[src/rtl/monitor_contador.sv]
// -----------------------------------------------------------------------------
// monitor_contador
// Watches an upstream N-bit counter and tallies its "zero-entry" events: edges
// where the counter value is 0 and the value seen on the previous edge was
// not. After a start request the block counts events until the tally reaches
// a target latched at start, then parks in FIN until cleared.
//
// Ports
//   clk        : single clock, all state updates on its rising edge
//   rst        : asynchronous, active-low reset
//   contador   : value of the observed N-bit counter
//   iniciar    : start request (honoured only in IDLE)
//   borrar     : clear/abort request (wins over iniciar and over events)
//   meta       : target number of zero-entries, sampled only on start
//   vueltas    : registered tally of zero-entries since the last start
//   pulso_cero : registered one-cycle pulse per counted zero-entry
//   fin        : registered level, high while in FIN
//   estado     : state encoding IDLE=00, CUENTA=01, FIN=10 (11 unused)
// -----------------------------------------------------------------------------
module monitor_contador #(
  parameter int N = 2,
  parameter int W = 4
) (
  input  logic         clk,
  input  logic         rst,
  input  logic [N-1:0] contador,
  input  logic         iniciar,
  input  logic         borrar,
  input  logic [W-1:0] meta,
  output logic [W-1:0] vueltas,
  output logic         pulso_cero,
  output logic         fin,
  output logic [1:0]   estado
);

  typedef enum logic [1:0] {
    IDLE   = 2'b00,
    CUENTA = 2'b01,
    FIN    = 2'b10
  } estado_e;

  estado_e        state_r;
  estado_e        state_next_s;
  logic [N-1:0]   prev_r;
  logic [W-1:0]   meta_r;
  logic [W-1:0]   meta_next_s;
  logic [W-1:0]   vueltas_r;
  logic [W-1:0]   vueltas_next_s;
  logic [W-1:0]   vueltas_inc_s;
  logic           pulso_r;
  logic           pulso_next_s;
  logic           fin_r;
  logic           evento_s;

  // Zero-entry detection: counter is at zero now but was not on the previous edge.
  always_comb begin
    evento_s      = (contador == {N{1'b0}}) && (prev_r != {N{1'b0}});
    vueltas_inc_s = vueltas_r + W'(1);
  end

  // Next-state, next-tally and pulse decode.
  always_comb begin
    state_next_s   = state_r;
    meta_next_s    = meta_r;
    vueltas_next_s = vueltas_r;
    pulso_next_s   = 1'b0;
    case (state_r)
      IDLE: begin
        // borrar beats a simultaneous iniciar; events are not counted here,
        // which also keeps an event on the start edge out of the tally.
        if (borrar) begin
          state_next_s = IDLE;
        end else if (iniciar) begin
          state_next_s   = CUENTA;
          vueltas_next_s = {W{1'b0}};
          meta_next_s    = meta;
        end else begin
          state_next_s = IDLE;
        end
      end
      CUENTA: begin
        if (borrar) begin
          // Abort holds the tally and suppresses a coincident event.
          state_next_s = IDLE;
        end else if (meta_r == {W{1'b0}}) begin
          // A zero target is met immediately, without counting anything.
          state_next_s = FIN;
        end else if (evento_s) begin
          vueltas_next_s = vueltas_inc_s;
          pulso_next_s   = 1'b1;
          // Leaving at equality is what keeps the tally from wrapping.
          if (vueltas_inc_s == meta_r) begin
            state_next_s = FIN;
          end else begin
            state_next_s = CUENTA;
          end
        end else begin
          state_next_s = CUENTA;
        end
      end
      FIN: begin
        if (borrar) begin
          state_next_s = IDLE;
        end else begin
          state_next_s = FIN;
        end
      end
      default: begin
        // Unused encoding 11 falls back to IDLE.
        state_next_s = IDLE;
      end
    endcase
  end

  // State, tally, target and previous-sample registers.
  always_ff @(posedge clk or negedge rst) begin
    if (!rst) begin
      state_r   <= IDLE;
      prev_r    <= {N{1'b0}};
      meta_r    <= {W{1'b0}};
      vueltas_r <= {W{1'b0}};
      pulso_r   <= 1'b0;
      fin_r     <= 1'b0;
    end else begin
      state_r   <= state_next_s;
      prev_r    <= contador;
      meta_r    <= meta_next_s;
      vueltas_r <= vueltas_next_s;
      pulso_r   <= pulso_next_s;
      fin_r     <= (state_next_s == FIN);
    end
  end

  assign vueltas    = vueltas_r;
  assign pulso_cero = pulso_r;
  assign fin        = fin_r;
  assign estado     = state_r;

  monitor_contador_chk #(
    .W (W)
  ) u_chk (
    .clk        (clk),
    .rst        (rst),
    .vueltas    (vueltas_r),
    .meta_q     (meta_r),
    .pulso_cero (pulso_r),
    .fin        (fin_r),
    .estado     (state_r)
  );

endmodule

// -----------------------------------------------------------------------------
// monitor_contador_chk
// Invariants of monitor_contador: the tally never passes the latched target,
// fin mirrors the FIN state, pulso_cero stays low while in IDLE, and the
// unused state encoding is never held.
//
// Ports
//   clk, rst   : clock and active-low reset of the monitored block
//   vueltas    : tally register
//   meta_q     : latched target register
//   pulso_cero : pulse register
//   fin        : fin register
//   estado     : state register
// -----------------------------------------------------------------------------
module monitor_contador_chk #(
  parameter int W = 4
) (
  input logic         clk,
  input logic         rst,
  input logic [W-1:0] vueltas,
  input logic [W-1:0] meta_q,
  input logic         pulso_cero,
  input logic         fin,
  input logic [1:0]   estado
);

  a_no_overrun: assert property (@(posedge clk) disable iff (!rst)
    vueltas <= meta_q);

  a_fin_level: assert property (@(posedge clk) disable iff (!rst)
    fin == (estado == 2'b10));

  a_no_pulse_idle: assert property (@(posedge clk) disable iff (!rst)
    (estado == 2'b00) |-> !pulso_cero);

  a_state_legal: assert property (@(posedge clk) disable iff (!rst)
    estado != 2'b11);

endmodule

[config.mk]
export PLATFORM = sky130hd
export DESIGN_NAME = monitor_contador
export DESIGN_NICKNAME = d
export VERILOG_FILES = /design/src/rtl/monitor_contador.sv
export SDC_FILE = /design/constraint.sdc
export NUM_CORES = 1
export LEC_CHECK = 0
export ABC_CLOCK_PERIOD_IN_PS = 2900
export BUFFER_PORTS_ARGS = -buffer_cell sky130_fd_sc_hd__clkbuf_2
export CORE_UTILIZATION = 35
export DETAILED_ROUTE_END_ITERATION = 10
export PLACE_DENSITY = 0.59
export SLEW_MARGIN = 20
export SYNTH_ARGS = -nofsm -noshare
export SYNTH_HDL_FRONTEND = slang
export SYNTH_SLANG_ARGS = --single-unit
[constraint.sdc]
create_clock -name clk -period 2.9 [get_ports clk]
set_input_delay 0.58 -clock clk [delete_from_list [all_inputs] [get_ports clk]]
set_output_delay 0.58 -clock clk [all_outputs]
set_load 0.05 [all_outputs]
==> impl_metrics.json <==
{
  "critPathMaxFanout": 5,
  "ir_worst_vdd_uv": 189,
  "path_class": "flop to output port",
  "coreArea_mm2": 0.00178,
  "p_total_mw": 0.513,
  "dr_total_vias": 435,
  "multi_input_area_um2": 320,
  "cts.hold.buffers_added": 0,
  "num_io_pins": 18,
  "finalNonFillerCells": 94,
  "drt-pass1-iter-count": 2,
  "drc": 0,
  "fin_tns_setup_ns": 0,
  "synth_cell_type_count": 25,
  "critical_path_arrival_ns": 1.09,
  "grt_antenna_before_repair": 0,
  "critPathSlowestCell": "dfrtp_1",
  "cts_setup_buffers": 0,
  "finalCriticalPeriod_ns": 1.67,
  "routed_wl_mm": 1.08,
  "fillCellCount": 178,
  "place_inst": 90,
  "numCtsBuffers": 3,
  "tightest_slew_ns": 0.468,
  "cp_slowest_stage_delay_ns": 0.49,
  "fmax_mhz": 597,
  "synth_seq_cells": 14,
  "final_nets": 81,
  "cp.required_ns": 2.32,
  "min_path_type": "primary input to async pin",
  "finalMaxSlewViolations": 0,
  "gp_congestion": 0.702,
  "row_count": 15,
  "diodes": 0,
  "timing.final.crit_share_pct": 57.8,
  "netlist_area_um2": 682,
  "syn-instance-count": 49,
  "crit_chain": "clkbuf_2",
  "dieArea_mm2": 0.00213,
  "grt_setup_unrepaired": "no",
  "dpl-instance-area_um2": 787,
  "path_delay_family": "flip-flops",
  "clockBufferDepth": 2,
  "finClkSkew_ns": 0.00492,
  "grt_max_degree": 15,
  "dieWidth_um": 46.1,
  "grt.total_usage_pct": 12.8,
  "drtIter0Drc": 3,
  "cts.sinks": 14,
  "initial_core_util_pct": 38.2,
  "synth_nets": 60,
  "dpl.hpwl_um": 846,
  "endpoint_kind": "output port",
  "cp_num_buf_inv": 1,
  "place.port_buffers": 17,
  "post_drt_wl_per_cell_um": 11.5,
  "ant_nets": 0,
  "fin_worst_hold_slack_ns": 0.191,
  "cts-root-buf": "clkbuf_4",
  "grt_pass1_vias": 409,
  "leakagePower_nw": 0.404,
  "status": "finished, final reports clean",
  "slew-limit-headroom_pct": 68.7,
  "ctsResizeCount": 0,
  "grt_first_pass_wirelength_mm": 1.83,
  "via_per_inst": 4.63,
  "design_area_um2": 823,
  "final-hold-violation-count": 0,
  "worst_setup_path_start_kind": "flop",
  "insertion_delay_ns": 0.27,
  "syn2layout_area_growth_pct": 20.7,
  "final_cell_mix": "17 x clkbuf_2, 14 x dfrtp_1, 5 x mux2_2",
  "die_h_um": 46.1,
  "final_common_cell": "clkbuf_2",
  "clk_pin_slew_ns": 0.08,
  "grt_overflow": 0,
  "syn_area_per_cell_um2": 13.9,
  "synth_seq_area_share_pct": 51.4,
  "setup_viol": 0,
  "seq_area_um2": 350,
  "htree_num_levels": 1,
  "drive_above_1_share_pct": 44.9,
  "cts_tree": "done",
  "p_per_area_mw_per_mm2": 624,
  "maxCapViolCount": 0,
  "yosysWarningCount": 0
}
## final timing paths
kind	cells after the start	startpoint	slack, ns	endpoint
max	1	estado[1]$_DFF_PN0_	1.23	estado[1]
min	1	rst	0.19	vueltas[3]$_DFFE_PN0P_
max reg2reg	3	estado[1]$_DFF_PN0_	1.29	vueltas[2]$_DFFE_PN0P_
min reg2reg	1	vueltas[3]$_DFFE_PN0P_	0.58	vueltas[3]$_DFFE_PN0P_
max in group asynchronous	1	rst	2.45	vueltas[2]$_DFFE_PN0P_
min in group clk	1	contador[1]	0.43	prev_r[1]$_DFF_PN0_
## synth_stat cells
library cell	n	area (um2)
xnor3_1	1	22.5
nor2_1	3	11.3
o21ai_0	1	5.00
nor2b_1	1	6.26
xnor2_1	3	26.3
nand3_1	1	5.00
a22o_2	1	10.0
nor3_1	1	5.00
nor4_4	1	21.3
nand4_1	1	6.26
xor2_1	3	26.3
and3_1	1	6.26
a221o_1	1	10.0
nand2b_1	1	6.26
a21o_2	1	8.76
ha_1	1	12.5
a211oi_1	2	15.0
a21oi_1	1	5.00
nor4b_2	1	15.0
dfrtp_1	14	350
mux2_2	5	56.3
and4b_1	1	10.0
and2_1	1	6.26
nor4b_4	1	23.8
buf_6	1	11.3
## final cells by class
class / count / area share, %
clock buffers: 4 / 4.41
well taps: 25 / 3.80
multi-input cells: 34 / 38.9
flip-flops and latches: 14 / 42.6
repair buffers: 17 / 10.3
## where the power goes
part / internal, mW / leakage [nW] / switching, mW
Combinational: 0.0598 / 0.203 / 0.0630
Clock: 0.0763 / 0.0210 / 0.0609
Sequential: 0.219 / 0.180 / 0.0341
## state kept, by name (all words and copies together) (netlist names)
| register | flops |
|---|---|
| prev_r | 2 |
| meta_r | 4 |
| pulso_cero | 1 |
| vueltas | 4 |
| fin | 1 |
| estado | 2 |
## per-stage QoR
stage / util (%) / setup slack [ns]
after floorplan: - / 1.19
after global placement: 44.1 / 1.08
after detailed placement: 44.1 / 1.05
after CTS: 46.2 / 1.21
after global routing: 46.2 / 1.16
final: 46.2 / 1.23
## logic make-up after synthesis
| group | count (synthesis) | synth area share, % |
|---|---|---|
| buffers and inverters | 1 | 1.65 |
| XOR/XNOR | 7 | 11.0 |
| flip-flops | 14 | 51.4 |
| AND/OR/NAND/NOR | 14 | 18.0 |
| AO/OA/AOI/OAI | 7 | 7.89 |
| adder cells (fa/ha/maj) | 1 | 1.83 |
| multiplexers | 5 | 8.26 |
## layer usage
metal,part of all wire [%],track usage (%)
met5,0,0
met2,47,17.7
met3,3.0,2.35
met1,49,16.9
met4,1.6,10.6
(Power assumes the default switching activity.)
